--- config.mk ---
export PLATFORM = sky130hd
export DESIGN_NAME = keypad_event_encoder
export DESIGN_NICKNAME = d
export VERILOG_FILES = /design/src/rtl/keypad_pkg.sv /design/src/rtl/sync_fifo.sv /design/src/rtl/keypad_event_encoder.sv
export SDC_FILE = /design/constraint.sdc
export NUM_CORES = 1
export LEC_CHECK = 0
export ABC_AREA = 1
export BUFFER_PORTS_ARGS = -buffer_cell sky130_fd_sc_hd__buf_2
export CORE_AREA = 2 2 104 146
export DETAILED_ROUTE_END_ITERATION = 8
export DIE_AREA = 0 0 106 148
export PLACE_DENSITY_LB_ADDON = 0.2
export SKIP_CTS_REPAIR_TIMING = 1
export SLEW_MARGIN = 20
export SYNTH_ARGS = -nofsm -noshare
export SYNTH_HDL_FRONTEND = slang
export SYNTH_HIERARCHICAL = 1
export SYNTH_SLANG_ARGS = --single-unit
--- constraint.sdc ---
create_clock -name clk -period 8 [get_ports clk]
set_input_delay 0.8 -clock clk [delete_from_list [all_inputs] [get_ports clk]]
set_output_delay 0.8 -clock clk [all_outputs]
set_load 0.005 [all_outputs]
--- src/rtl/keypad_pkg.sv ---
// Shared types for the keypad event encoder: code width helper, FSM states
// and the queued event layout.
package keypad_pkg;

    localparam int unsigned MAX_CODE_W = 6;

    function automatic int unsigned code_w(input int unsigned num_keys);
        return (num_keys < 2) ? 1 : $clog2(num_keys);
    endfunction

    typedef enum logic [1:0] {
        IDLE,
        HELD,
        REPEAT
    } key_state_t;

    typedef struct packed {
        logic                  rpt;
        logic [MAX_CODE_W-1:0] code;
    } key_event_t;

endpackage

--- src/rtl/sync_fifo.sv ---
// Small synchronous FIFO with extra-bit pointers and a valid/ready read side.
// The head word reads as zero while empty so stale entries never leak out.
module sync_fifo #(
    parameter int unsigned DEPTH = 4,
    parameter int unsigned WIDTH = 8
) (
    input  logic             clk_i,
    input  logic             rst_i,
    input  logic             wr_valid_i,
    input  logic [WIDTH-1:0] wr_data_i,
    output logic             rd_valid_o,
    output logic [WIDTH-1:0] rd_data_o,
    input  logic             rd_ready_i,
    output logic             full_o
);

    localparam int unsigned AW = $clog2(DEPTH);

    logic [AW:0]      wr_ptr_q;
    logic [AW:0]      rd_ptr_q;
    logic [WIDTH-1:0] mem_q [DEPTH];
    logic             empty;
    logic             push;
    logic             pop;

    // A pop in the same cycle frees a slot, so a push into a full queue still lands.
    always_comb begin
        empty      = (wr_ptr_q == rd_ptr_q);
        full_o     = (wr_ptr_q[AW] != rd_ptr_q[AW]) &&
                     (wr_ptr_q[AW-1:0] == rd_ptr_q[AW-1:0]);
        pop        = !empty && rd_ready_i;
        push       = wr_valid_i && (!full_o || pop);
        rd_valid_o = !empty;
        rd_data_o  = empty ? '0 : mem_q[rd_ptr_q[AW-1:0]];
    end

    always_ff @(posedge clk_i or posedge rst_i) begin
        if (rst_i) begin
            wr_ptr_q <= '0;
            rd_ptr_q <= '0;
        end else begin
            if (push) wr_ptr_q <= wr_ptr_q + (AW+1)'(1);
            if (pop)  rd_ptr_q <= rd_ptr_q + (AW+1)'(1);
        end
    end

    always_ff @(posedge clk_i) begin
        if (push) mem_q[wr_ptr_q[AW-1:0]] <= wr_data_i;
    end

endmodule

--- src/rtl/keypad_event_encoder.sv ---
// Synchronises and debounces the key vector, encodes the highest pressed key
// and queues press / auto-repeat events for the entry logic.
module keypad_event_encoder
    import keypad_pkg::*;
#(
    parameter int unsigned NUM_KEYS        = 20,
    parameter int unsigned SYNC_STAGES     = 2,
    parameter int unsigned DEBOUNCE_CYCLES = 1000,
    parameter int unsigned FIFO_DEPTH      = 4,
    parameter int unsigned REPEAT_DELAY    = 50000,
    parameter int unsigned REPEAT_PERIOD   = 10000
) (
    input  logic                          clk,
    input  logic                          rst,
    input  logic [NUM_KEYS-1:0]           keyin,
    input  logic                          repeat_en,
    input  logic                          ovf_clr,
    output logic [code_w(NUM_KEYS)-1:0]   out_code,
    output logic                          out_repeat,
    output logic                          out_valid,
    input  logic                          out_ready,
    output logic                          key_down,
    output logic                          key_strobe,
    output logic                          multi_key,
    output logic                          overflow
);

    localparam int unsigned CODE_W  = code_w(NUM_KEYS);
    localparam int unsigned DB_W    = $clog2(DEBOUNCE_CYCLES + 1);
    localparam int unsigned REP_MAX = (REPEAT_DELAY > REPEAT_PERIOD) ? REPEAT_DELAY : REPEAT_PERIOD;
    localparam int unsigned REP_W   = $clog2(REP_MAX + 1);

    localparam logic [DB_W-1:0]  DB_MAX      = DB_W'(DEBOUNCE_CYCLES);
    localparam logic [DB_W-1:0]  DB_LAST     = DB_W'(DEBOUNCE_CYCLES - 1);
    localparam logic [REP_W-1:0] DELAY_LAST  = REP_W'(REPEAT_DELAY - 1);
    localparam logic [REP_W-1:0] PERIOD_LAST = REP_W'(REPEAT_PERIOD - 1);

    function automatic logic [CODE_W-1:0] encode(input logic [NUM_KEYS-1:0] v);
        encode = '0;
        for (int unsigned i = 0; i < NUM_KEYS; i++) begin
            if (v[i]) encode = i[CODE_W-1:0];
        end
    endfunction

    logic [NUM_KEYS-1:0] sync_q [SYNC_STAGES];
    logic [NUM_KEYS-1:0] s;
    logic [NUM_KEYS-1:0] s_prev_q;
    logic [NUM_KEYS-1:0] d_q;
    logic [NUM_KEYS-1:0] d_d;
    logic [DB_W-1:0]     db_cnt_q;
    logic [DB_W-1:0]     db_cnt_d;
    logic                s_changed;
    logic                db_load;

    key_state_t          state_q;
    logic [REP_W-1:0]    rep_cnt_q;
    logic                strobe_q;
    logic                ev_rpt_q;
    logic [CODE_W-1:0]   ev_code_q;
    logic [CODE_W-1:0]   code_d;
    logic [CODE_W-1:0]   code_q;
    logic                overflow_q;
    logic                fifo_full;
    logic                drop;
    logic [CODE_W:0]     head;

    always_ff @(posedge clk or posedge rst) begin
        if (rst) begin
            for (int unsigned i = 0; i < SYNC_STAGES; i++) sync_q[i] <= '0;
        end else begin
            sync_q[0] <= keyin;
            for (int unsigned i = 1; i < SYNC_STAGES; i++) sync_q[i] <= sync_q[i-1];
        end
    end

    assign s = sync_q[SYNC_STAGES-1];

    always_comb begin
        s_changed = (s != s_prev_q);
        db_load   = !s_changed && (db_cnt_q == DB_LAST);
        d_d       = db_load ? s : d_q;
        if (s_changed)
            db_cnt_d = '0;
        else if (db_cnt_q == DB_MAX)
            db_cnt_d = db_cnt_q;
        else
            db_cnt_d = db_cnt_q + DB_W'(1);
        code_d    = encode(d_d);
        code_q    = encode(d_q);
    end

    always_ff @(posedge clk or posedge rst) begin
        if (rst) begin
            s_prev_q <= '0;
            db_cnt_q <= '0;
            d_q      <= '0;
        end else begin
            s_prev_q <= s;
            db_cnt_q <= db_cnt_d;
            d_q      <= d_d;
        end
    end

    // The FSM looks at d_d so the strobe rises on the same edge d is accepted.
    always_ff @(posedge clk or posedge rst) begin
        if (rst) begin
            state_q   <= IDLE;
            rep_cnt_q <= '0;
            strobe_q  <= 1'b0;
            ev_rpt_q  <= 1'b0;
            ev_code_q <= '0;
        end else begin
            strobe_q <= 1'b0;
            case (state_q)
                IDLE: begin
                    rep_cnt_q <= '0;
                    if (|d_d) begin
                        strobe_q  <= 1'b1;
                        ev_rpt_q  <= 1'b0;
                        ev_code_q <= code_d;
                        state_q   <= HELD;
                    end
                end
                HELD, REPEAT: begin
                    if (!(|d_d)) begin
                        rep_cnt_q <= '0;
                        state_q   <= IDLE;
                    end else if (code_d != code_q) begin
                        strobe_q  <= 1'b1;
                        ev_rpt_q  <= 1'b0;
                        ev_code_q <= code_d;
                        rep_cnt_q <= '0;
                        state_q   <= HELD;
                    end else if (!repeat_en) begin
                        rep_cnt_q <= '0;
                        state_q   <= HELD;
                    end else if ((state_q == HELD   && rep_cnt_q == DELAY_LAST) ||
                                 (state_q == REPEAT && rep_cnt_q == PERIOD_LAST)) begin
                        strobe_q  <= 1'b1;
                        ev_rpt_q  <= 1'b1;
                        ev_code_q <= code_d;
                        rep_cnt_q <= '0;
                        state_q   <= REPEAT;
                    end else begin
                        rep_cnt_q <= rep_cnt_q + REP_W'(1);
                    end
                end
                default: state_q <= IDLE;
            endcase
        end
    end

    assign drop = strobe_q && fifo_full && !out_ready;

    always_ff @(posedge clk or posedge rst) begin
        if (rst)
            overflow_q <= 1'b0;
        else if (drop)
            overflow_q <= 1'b1;
        else if (ovf_clr)
            overflow_q <= 1'b0;
    end

    sync_fifo #(
        .DEPTH (FIFO_DEPTH),
        .WIDTH (CODE_W + 1)
    ) u_fifo (
        .clk_i      (clk),
        .rst_i      (rst),
        .wr_valid_i (strobe_q),
        .wr_data_i  ({ev_rpt_q, ev_code_q}),
        .rd_valid_o (out_valid),
        .rd_data_o  (head),
        .rd_ready_i (out_ready),
        .full_o     (fifo_full)
    );

    assign out_repeat = head[CODE_W];
    assign out_code   = head[CODE_W-1:0];
    assign key_down   = |d_q;
    assign multi_key  = |(d_q & (d_q - NUM_KEYS'(1)));
    assign key_strobe = strobe_q;
    assign overflow   = overflow_q;

endmodule

Word level (Yosys, flattened, before mapping)
Memories as Yosys holds them, arrays and structs flattened.
Index checks and enable logic that the tools add are counted.
- add/subtract/negate cells: 5
- equality and inequality tests: 17
- mux-type cells: 75
- bitwise operators: 1
- reduce and logical (&&, ||, !) cells: 23
- operators with widths (cell ; count):
    5-bit 2-to-1 mux ; 41
    16-bit 2-to-1 mux ; 4
    20-bit OR reduction ; 3
    16-bit one-hot mux with 2 select lines ; 1
    20-bit bitwise AND ; 1
    10-bit == test (second input constant) ; 2
    10-bit 2-to-1 mux ; 2
    20-bit 2-to-1 mux ; 1
    20-bit inequality test ; 1
    20-bit by 1-bit subtractor with 20-bit output (second input constant) ; 1
    16-bit by 1-bit adder with 16-bit output (second input constant) ; 1
    16-bit by 14-bit == test with 1-bit output (second input constant) ; 1
    16-bit == test (second input constant) ; 1
    1-bit 2-to-1 mux ; 16
    10-bit by 1-bit adder with 10-bit output (second input constant) ; 1
    2-bit 2-to-1 mux ; 5
    5-bit one-hot mux with 2 select lines ; 1
    1-bit logical AND ; 8
    3-bit by 1-bit adder with 3-bit output (second input constant) ; 2
    6-bit 2-to-1 mux ; 1
    2-bit inequality test (second input constant) ; 3
    3-bit inequality test (second input constant) ; 2
    5-bit inequality test ; 1
    5-bit inequality test (second input constant) ; 1
    other kinds (14) ; 20
- bits in registers: 122
- RAM bits: 24
- memories kept: 1
- memories (name ; depth ; width ; read ports ; clocked after Yosys merged registers in ; wr ports ; RTL line ; source):
    u_fifo.mem_q ; 4 ; 6 ; 1 ; 0 ; 1 ; sync_fifo.sv:21 ; logic [WIDTH-1:0] mem_q [DEPTH];

Longest topological paths before layout
Gate-level depths: netlist of the first run.
- depth in word-level cells: 28
- gate-level depth with buffers: 37

By module
Netlist of the first run, hierarchy kept.
- by module, submodules not included (module ; times used ; cells each ; area each (sq um) ; sequential area each (sq um)):
    keypad_event_encoder ; 1 ; 665 ; 5669.2 ; 2902.8
    sync_fifo ; 1 ; 136 ; 1398.8 ; 870.8

Least setup slack after synthesis of the first run
Ideal clock, no wire load.
- kind: register -> register
- start: reg db_cnt_q[0]
- end: reg rep_cnt_q[1]
- data arrival time: 2.829 ns
- required time: 7.932 ns
- slack: 5.103 ns
- stages on the path, launching flop included: 25
- cells stage by stage: dfrtp_1 -> ha_1 -> nand2_1 -> inv_1 -> nand2_1 -> nor2_4 -> nand4_4 -> buf_6 -> or2_0 -> o21ai_2 -> nand2_2 -> nor2_2 -> nand2_1 -> nand2_1 -> nand3_1 -> o22ai_1 -> o21ai_1 -> a211oi_2 -> nand3_2 -> nor2_2 -> nand3_2 -> nand2_2 -> inv_2 -> buf_12 -> nor2_4
- cells in the longest elaborated chain, start to end: 26
- RTL lines (item ; RTL line ; source):
    start, declared ; keypad_event_encoder.sv:50 ; logic [DB_W-1:0] db_cnt_q;
    start signal, assigned ; keypad_event_encoder.sv:99 ; db_cnt_q <= db_cnt_d;
    10-bit == test * ; keypad_event_encoder.sv:80 ; db_load = !s_changed && (db_cnt_q == DB_LAST);
    1-bit logical AND * ; keypad_event_encoder.sv:80 ;
    20-bit 2-to-1 mux * ; keypad_event_encoder.sv:81 ; d_d = db_load ? s : d_q;
    1-bit 2-to-1 mux ; keypad_event_encoder.sv:41 ; if (v[i]) encode = i[CODE_W-1:0];
    5-bit 2-to-1 mux (18 in series) ; keypad_event_encoder.sv:41 ;
    5-bit inequality test ; keypad_event_encoder.sv:128 ; end else if (code_d != code_q) begin
    16-bit 2-to-1 mux ; keypad_event_encoder.sv:128 ;
    16-bit 2-to-1 mux * ; keypad_event_encoder.sv:125 ; if (!(|d_d)) begin
    16-bit one-hot mux with 2 select lines * ; keypad_event_encoder.sv:114 ; case (state_q)
    end signal, assigned ; keypad_event_encoder.sv:145 ; rep_cnt_q <= rep_cnt_q + REP_W'(1);
    end, declared ; keypad_event_encoder.sv:56 ; logic [REP_W-1:0] rep_cnt_q;
Mark *: on every way between the ends. The rest lies on a longest branch, timed or not.
A chain may end at the register's enable or synchronous reset.

Worst setup path after layout of the first run
- start: reg sync_q, in the netlist s[18]
- end: reg rep_cnt_q[12]
- RTL lines (item ; RTL line ; source):
    start, declared ; keypad_event_encoder.sv:45 ; logic [NUM_KEYS-1:0] sync_q [SYNC_STAGES];
    20-bit inequality test * ; keypad_event_encoder.sv:79 ; s_changed = (s != s_prev_q);
    1-bit zero test * ; keypad_event_encoder.sv:80 ;
    1-bit logical AND * ; keypad_event_encoder.sv:80 ;
    20-bit 2-to-1 mux * ; keypad_event_encoder.sv:81 ;
    via d_d[5] ; keypad_event_encoder.sv:49 ; logic [NUM_KEYS-1:0] d_d;
    5-bit 2-to-1 mux (15 in series) ; keypad_event_encoder.sv:41 ;
    5-bit inequality test ; keypad_event_encoder.sv:128 ;
    16-bit 2-to-1 mux ; keypad_event_encoder.sv:128 ;
    16-bit 2-to-1 mux * ; keypad_event_encoder.sv:125 ;
    16-bit one-hot mux with 2 select lines * ; keypad_event_encoder.sv:114 ;
The timed path passes the listed nets; every way through them passes the cells marked *.

==> flow_metrics.tcl, run 1 <==
set metrics [dict create \
    synth_area_um2 7070 \
    synth_compound_area_share_pct 7.52 \
    vdd_drop_max_mv 0.170 \
    rows 52 \
    synth-simple-area-share_pct 24.4 \
    insertion_delay_ns 0.42 \
    syn_to_final_growth_pct 12.6 \
    place_hpwl_um 9980 \
    clockBufferDepth 2 \
    fin_nets 884 \
    cap_violations 0 \
    avgSynthCellArea_um2 8.82 \
    drive_above_1_share_pct 14.3 \
    start_util_pct 49.2 \
    ys_types 46 \
    gp_congestion 0.826 \
    reg2reg_slack_ns 4.27 \
    synth.net_count 838 \
    cp-start-kind "flop" \
    worstSetupStartpoint "s[18]" \
    cts-htree-levels 4 \
    r2r_cells 27 \
    grt_use_total_pct 18.9 \
    tightest_slew_ns 0.805 \
    synth_seq_cells 146 \
    synth_xor_area_share_pct 4.20 \
    utilization_pct 55.4 \
    synthFlopType "dfrtp_1" \
    antenna_found_initial 0 \
    cp.arrival_ns 4.07 \
    dieArea_um2 15700 \
    grt_max_degree 65 \
    grt_pass1_wl_um 23800 \
    required_ns 8.34 \
    p_total_mw 1.56 \
    synth-edff-count 24 \
    cp-endpoint "rep_cnt_q[12]" \
    io_pins 36 \
    synthCells 801 \
    synth_mux_area_share_pct 0 \
    synthTopCellsByArea "dfrtp_1 43%, nand2_1 11%, edfxtp_1 10%" \
    avgRoutedWirePerCell_um 13.0 \
    drtIter0Drc 197 \
    via_per_inst 4.93 \
    die_h_um 148 \
    overflow 0 \
    wirelength_um 13600 \
    outcome "completed" \
    yosysTopAreaCell "dfrtp_1" \
    cts_buffers 17 \
    cts-root-buf "clkbuf_16" \
    synth_top_family_by_area "simple AND/OR/NAND/NOR gates" \
    drc 0 \
    fmaxAchievable_ghz 0.268 \
    port-buffer-count 35 \
    ys_seq_area_share_pct 53.4 \
    r2r_end "rep_cnt_q[12]" \
    hold_path.class "in2async" \
    drtPass1Iterations 4 \
    drv_slew 0 \
    core_area_um2 14400 \
    timing.final.crit_share_pct 46.7 \
    hold_viol 0 \
    setup_violations 0 \
    grt_pass1_vias 5244 \
    yosys.area_share.adder_pct 2.12 \
    rsz0062_at_grt "no" \
    r2r_start "s[18]" \
    async_reset_ff_share_pct 83.6 \
    drtAntennaViolNets 0 \
    fin_crit_ns 3.73 \
    cts.sinks 146 \
    die_x_um 106 \
    clk_pin_slew_ns 0.06 \
    pwr_density_cell_nw_per_um2 196 \
    p_leak_nw 4.09 \
    setup_tns_ns 0 \
    n_antenna_cell 0 \
    n_fill_cell 1284 \
    worstSetupPathType "reg2reg" \
    path_max_fanout 26 \
    finClkSkew_ns 0.0129 \
    num_vias 5166 \
    cts_tree "yes" \
    maxSlewHeadroom_pct 46.3 \
    cp-end-kind "flop" \
    ys_warn_count 6 \
    synth_top_area_share_pct 43.2 \
]
-- critical path, cell delays in order (launching register included) --
cell	delay [ns]
dfrtp_1	0.40
inv_2	0.06
nand2_1	0.05
nand2_1	0.09
inv_1	0.05
nor2_1	0.09
nand2_1	0.08
nor2_2	0.16
nand4_4	0.21
clkinv_4	0.27
nand2_1	0.09
o21ai_0	0.14
inv_1	0.09
nor2_1	0.20
nand2_1	0.07
a21oi_1	0.15
o21ai_1	0.08
nand2_1	0.06
nand2_1	0.05
nand2_1	0.11
o21ai_1	0.09
a211oi_2	0.23
nand3_2	0.15
nor2_2	0.14
nand3_2	0.12
nand2_2	0.09
inv_2	0.19
nor2_1	0.14
-- per-layer routing --
layer | global-route usage (%) | vias up | wire (µm)
met5 | 0 | - | 0
met2 | 33.6 | 79 | 6950
met4 | 7.83 | 0 | 338
li1 | - | 2601 | -
met3 | 2.87 | 24 | 337
met1 | 22.8 | 2462 | 6000
-- layout make-up --
class	count	area (µm²)	area share, %
repair buffers	36	183	2.30
inverters	133	507	6.37
clock buffers	21	483	6.07
well taps	189	236	2.97
clock inverters	10	72.6	0.912
multi-input cells	513	2700	34.0
flip-flops and latches	146	3770	47.4
-- through the flow --
| stage | cell area, µm² | std cells | setup slack, ns | hold WS [ns] |
|---|---|---|---|---|
| final | 7960 | 1048 | 4.27 | 0.321 |
| after global routing | 7960 | 1048 | 3.82 | 0.316 |
| after CTS | 7960 | 1048 | 4.22 | 0.312 |
| after detailed placement | 7400 | 1017 | 4.24 | 0.335 |
| after global placement | 7400 | 1017 | 4.20 | 0.332 |
| after floorplan | 7070 | 801 | 4.13 | 0.331 |
-- placed cells by master (no fill, tap or decap), types with 5 or more instances in the layout --
cell       Yosys  layout
o22ai_1        7       7
nand2_2        5       5
o21ai_1        7       7
o31ai_1        5       5
xnor2_1       12      12
inv_1        120     119
xor2_1        20      20
buf_2          2      35
nand4_1       10      10
nor3_1         9       9
dfrtp_1      122     122
nor2_2         7       7
edfxtp_1      24      24
nand2_1      205     205
nor2_4        13      13
or2_0          6       6
nand3_1       30      30
o21ai_2       11      11
nor2_1        84      84
inv_2         11      11
clkbuf_16      0      19
ha_1          12      12
a21oi_1       10      10
o21ai_0       37      37
-- worst min-delay path by stage --
| stage | to | slack (ns) | cells past startpoint |
|---|---|---|---|
| floorplan | s[0] | 0.33 | 0 |
| global placement | s[0] | 0.33 | 0 |
| detailed placement | s[17] | 0.33 | 0 |
| CTS | u_fifo/rd_ptr_q[1] | 0.31 | 2 |
| global route | u_fifo/rd_ptr_q[0] | 0.32 | 2 |
| finish | u_fifo/rd_ptr_q[1] | 0.32 | 2 |
-- sequential cells by signal, indices dropped and copies added, names as in the netlist --
| register | cells |
|---|---|
| ev_rpt_q | 1 |
| u_fifo/rd_ptr_q | 3 |
| s_prev_q | 20 |
| s | 20 |
| ev_code_q | 5 |
| overflow | 1 |
| key_strobe | 1 |
| u_fifo/wr_ptr_q | 3 |
| sync_q | 20 |
| db_cnt_q | 10 |
| d_q | 20 |
| u_fifo/mem_q | 24 |
| rep_cnt_q | 16 |
| state_q | 2 |
-- power breakdown --
group / total [mW] / switching (mW) / internal, mW / leakage (nW)
sequential: 0.779 / 0.0106 / 0.769 / 1.85
clock: 0.737 / 0.303 / 0.434 / 0.278
combinational: 0.0437 / 0.0285 / 0.0152 / 1.96
total: 1.56 / 0.342 / 1.22 / 4.09
-- synthesized netlist by cell type, drive strengths merged (2+ instances only) --
master and instances:
xnor2 13, a211oi 2, o22ai 7, xor2 20, clkinv 2, nand4 13, o21ai 55, a21boi 2
inv 131, nor2 104, a21oi 10, ha 12, buf 8, nor3 9, edfxtp 24, a2111oi 2
nand2 210, o31ai 5, nand3 33, or2 9, dfrtp 122
-- cell families after synthesis --
logic type,after synthesis
AND/OR/NAND/NOR,381
AO/OA/AOI/OAI,87
XOR/XNOR,33
adder cells (fa/ha/maj),12
flip-flops,146
buffers and inverters,142
No activity file was read; power rests on OpenSTA's default activity.
==> inputs of run 2 (changes only) <==
ABC_AREA = 0   (was 1)
CORE_AREA = 2 2 102 143   (was 2 2 104 146)
DIE_AREA = 0 0 104 145   (was 0 0 106 148)
clock period = 3.2 ns   (was 8 ns; I/O delays follow)
==> run 2 against run 1 <==
Compared with the run above: flip-flop and latch count unchanged; synthesized area fell by 4.9%; die area fell by 3.9%; clock skew decreased by 0.0036 ns; fmax is 0.77% higher; critical path type unchanged; largest power group unchanged; the flow now finishes with violations (negative setup slack); global-route usage shrank 0.076 points.
==> flow_metrics.tcl, run 2 <==
set metrics [dict create \
    r2r_cells 12 \
    finClkSkew_ns 0.00934 \
    synth-edff-count 24 \
    num_vias 4775 \
    fin_nets 742 \
    cts-root-buf "clkbuf_16" \
    drive_above_1_share_pct 27.2 \
    clockBufferDepth 2 \
    min_from "ovf_clr" \
    finalWorstSetupSlack_ns -0.505 \
    fmaxAchievable_ghz 0.270 \
    cts_tree "yes" \
    rsz0062_at_grt "yes" \
    yosys.area_share.adder_pct 2.38 \
    grt_pass1_vias 4831 \
    reg2reg_slack_ns -0.51 \
    synth.net_count 605 \
    p_comb_share_pct 3.5 \
    critPathTopFamily "simple AND/OR/NAND/NOR gates" \
    cts_buffers 17 \
    gp_congestion 0.893 \
    clk_pin_slew_ns 0.06 \
    critical-path-slowest-cell "or4b_4" \
    pwr_density_cell_nw_per_um2 468 \
    largest_reg_flops 24 \
    via_per_inst 5.29 \
    required_ns 3.50 \
    switching_share_pct 22.7 \
    path_max_fanout 7 \
    violations "negative setup slack" \
    syn_to_final_growth_pct 26.6 \
    ys_types 68 \
    setup_tns_ns -8.89 \
    p_sw_mw 0.905 \
    timing.final.crit_share_pct 116 \
    cap_violations 0 \
    synthFlopType "dfrtp_1" \
    highest_layer "met4" \
    tightest_slew_ns 0.741 \
    synth_xor_area_share_pct 6.55 \
    cp-start-kind "flop" \
    synth_seq_cells 146 \
    avgSynthCellArea_um2 11.8 \
    start_util_pct 48.8 \
    grt_use_total_pct 18.8 \
    setup_violations 25 \
    synth_top_family_by_area "simple AND/OR/NAND/NOR gates" \
    antenna_found_initial 0 \
    async_reset_ff_share_pct 83.6 \
    vdd_drop_max_mv 0.338 \
    synth_area_um2 6730 \
    synth_top_area_share_pct 45.4 \
    dieArea_um2 15100 \
    insertion_delay_ns 0.42 \
    synthCells 568 \
    worstSetupPathType "reg2reg" \
    hold_path.class "in2reg" \
    cp-end-kind "flop" \
    multiInputGateArea_um2 2870 \
    place_hpwl_um 9820 \
    ys_top_cells_by_count "122 x dfrtp_1, 62 x nor2_1, 33 x nand2_1, 28 x inv_1, 24 x edfxtp_1" \
    synth_mux_area_share_pct 8.22 \
    wl_met3_um 353 \
    path_depth 12 \
    overflow 0 \
    max_stage_delay_ns 0.53 \
    hold_viol 0 \
    cp.arrival_ns 4.00 \
    drtAntennaViolNets 0 \
    power_frac_seq_pct 48.7 \
    avgRoutedWirePerCell_um 15.0 \
    rows 51 \
    power.internal_mw 3.08 \
    r2r_end "ev_code_q[4]" \
    yosysTopAreaCell "dfrtp_1" \
    crit_buf_inv 0 \
    cts.sinks 146 \
    route.layer.met1.wl_um 5520 \
    die_x_um 104 \
    die_h_um 145 \
    path_common_cell "mux2_4" \
    synth-simple-area-share_pct 15.2 \
    fin_crit_ns 3.71 \
    holdPathStages 2 \
    drc 0 \
    n_antenna_cell 0 \
    crit_path_cell_trace "ha_2 > nand3b_1 > or4b_4 > or3_4 > nor2_8 > mux2_4 > o21ai_2 > nor4b_4 > o2111ai_2 > a311o_1 > o31a_1 > mux2_4" \
    ys_seq_area_share_pct 56.1 \
    p_leak_nw 3.91 \
    grt_max_degree 64 \
    layout.cells.most_common "dfrtp_1" \
    hold_slack_ns 0.102 \
    cts-htree-levels 4 \
    holdPathEnd "overflow" \
    regArea_um2 3770 \
    n_fill_cell 1129 \
    outcome "finished with violations" \
    core_area_um2 13800 \
    wirelength_um 13600 \
    drtPass1Iterations 4 \
    final_cell_mix "122 x dfrtp_1, 70 x buf_4, 60 x nor2_1, 35 x buf_2, 33 x nand2_1" \
    power.share.clock_pct 47.7 \
    synthTopCellsByArea "dfrtp_1 45%, edfxtp_1 11%, nor2_1 3.5%" \
    r2r_start "db_cnt_q[1]" \
    dp_slack_ns -0.531 \
    port-buffer-count 35 \
    drv_slew 0 \
    met2WireLength_um 7440 \
    synth_compound_area_share_pct 9.10 \
    io_pins 36 \
    ys_warn_count 6 \
    drtIter0Drc 166 \
    maxSlewHeadroom_pct 49.9 \
    yosysMostFrequentCell "dfrtp_1" \
    grt_pass1_wl_um 22800 \
]
## run 2: cell count changes after synthesis, sizes merged, moves of 8 or more
cell   delta
o21ai    -35
and3      +8
nor2     -41
mux2i     +8
inv     -103
nor3      +8
nand2   -177
o21a     +10
nand3    -11
mux2     +26
or3       +8
xnor2    +10
## run 2: how the worst max path moves through the flow
stage / start / end
CTS: db_cnt_q[1] / ev_code_q[4]
finish: db_cnt_q[1] / ev_code_q[4]
floorplan: db_cnt_q[1] / ev_code_q[1]
global placement: db_cnt_q[1] / ev_code_q[1]
global route: db_cnt_q[1] / ev_code_q[4]
detailed placement: db_cnt_q[1] / ev_code_q[4]
## run 2: routing by layer
layer / track usage [%] / vias up
li1: - / 2321
met1: 21.6 / 2342
met2: 33.8 / 89
met3: 3.91 / 23
met4: 8.31 / 0
met5: 0 / -
## run 2: area by class of cell
class,count,area share [%]
sequential,146,44.3
multi-input combinational,383,33.7
timing repair buffer,129,11.3
clock buffer,17,4.99
tap,185,2.72
clock inverter,15,1.69
inverter,28,1.28
## run 2: logic make-up (layout without fill, tap and decap cells)
| family | after synthesis | count (layout) |
|---|---|---|
| compound gates | 86 | 86 |
| xor+xnor | 46 | 46 |
| fa+ha+maj | 13 | 13 |
| buf+inv | 39 | 189 |
| flops | 146 | 146 |
| mux | 40 | 40 |
| simple gates | 198 | 198 |
## run 2: power by group through the flow
| stage | clock (mW) | sequential, mW | combinational (mW) |
|---|---|---|---|
| floorplan | 0 | 1.98 | 0.0529 |
| detailed placement | 0 | 1.98 | 0.122 |
| global route | 2.04 | 1.94 | 0.157 |
| global placement | 0 | 1.97 | 0.121 |
| CTS | 1.94 | 1.94 | 0.123 |
| finish | 1.90 | 1.94 | 0.141 |
## run 2: through the flow
| step | cells | area (µm²) | total power, mW | utilization, % |
|---|---|---|---|---|
| 2_1_floorplan | 568 | 6760 | 2.03 | - |
| 3_3_place_gp | 844 | 7630 | 2.09 | 55.4 |
| 3_5_place_dp | 844 | 7630 | 2.10 | 55.4 |
| 4_1_cts | 876 | 8200 | 4.01 | 59.5 |
| 5_1_grt | 903 | 8520 | 4.14 | 61.8 |
| 6_report | 903 | 8520 | 3.98 | 61.8 |
## run 2: worst register-to-register path: stages, from the launching register on
cell and delay (ns):
dfrtp_1 0.36, ha_2 0.18, nand3b_1 0.10, or4b_4 0.53
or3_4 0.38, nor2_8 0.17, mux2_4 0.35, o21ai_2 0.13
nor4b_4 0.22, o2111ai_2 0.12, a311o_1 0.30, o31a_1 0.40
mux2_4 0.34
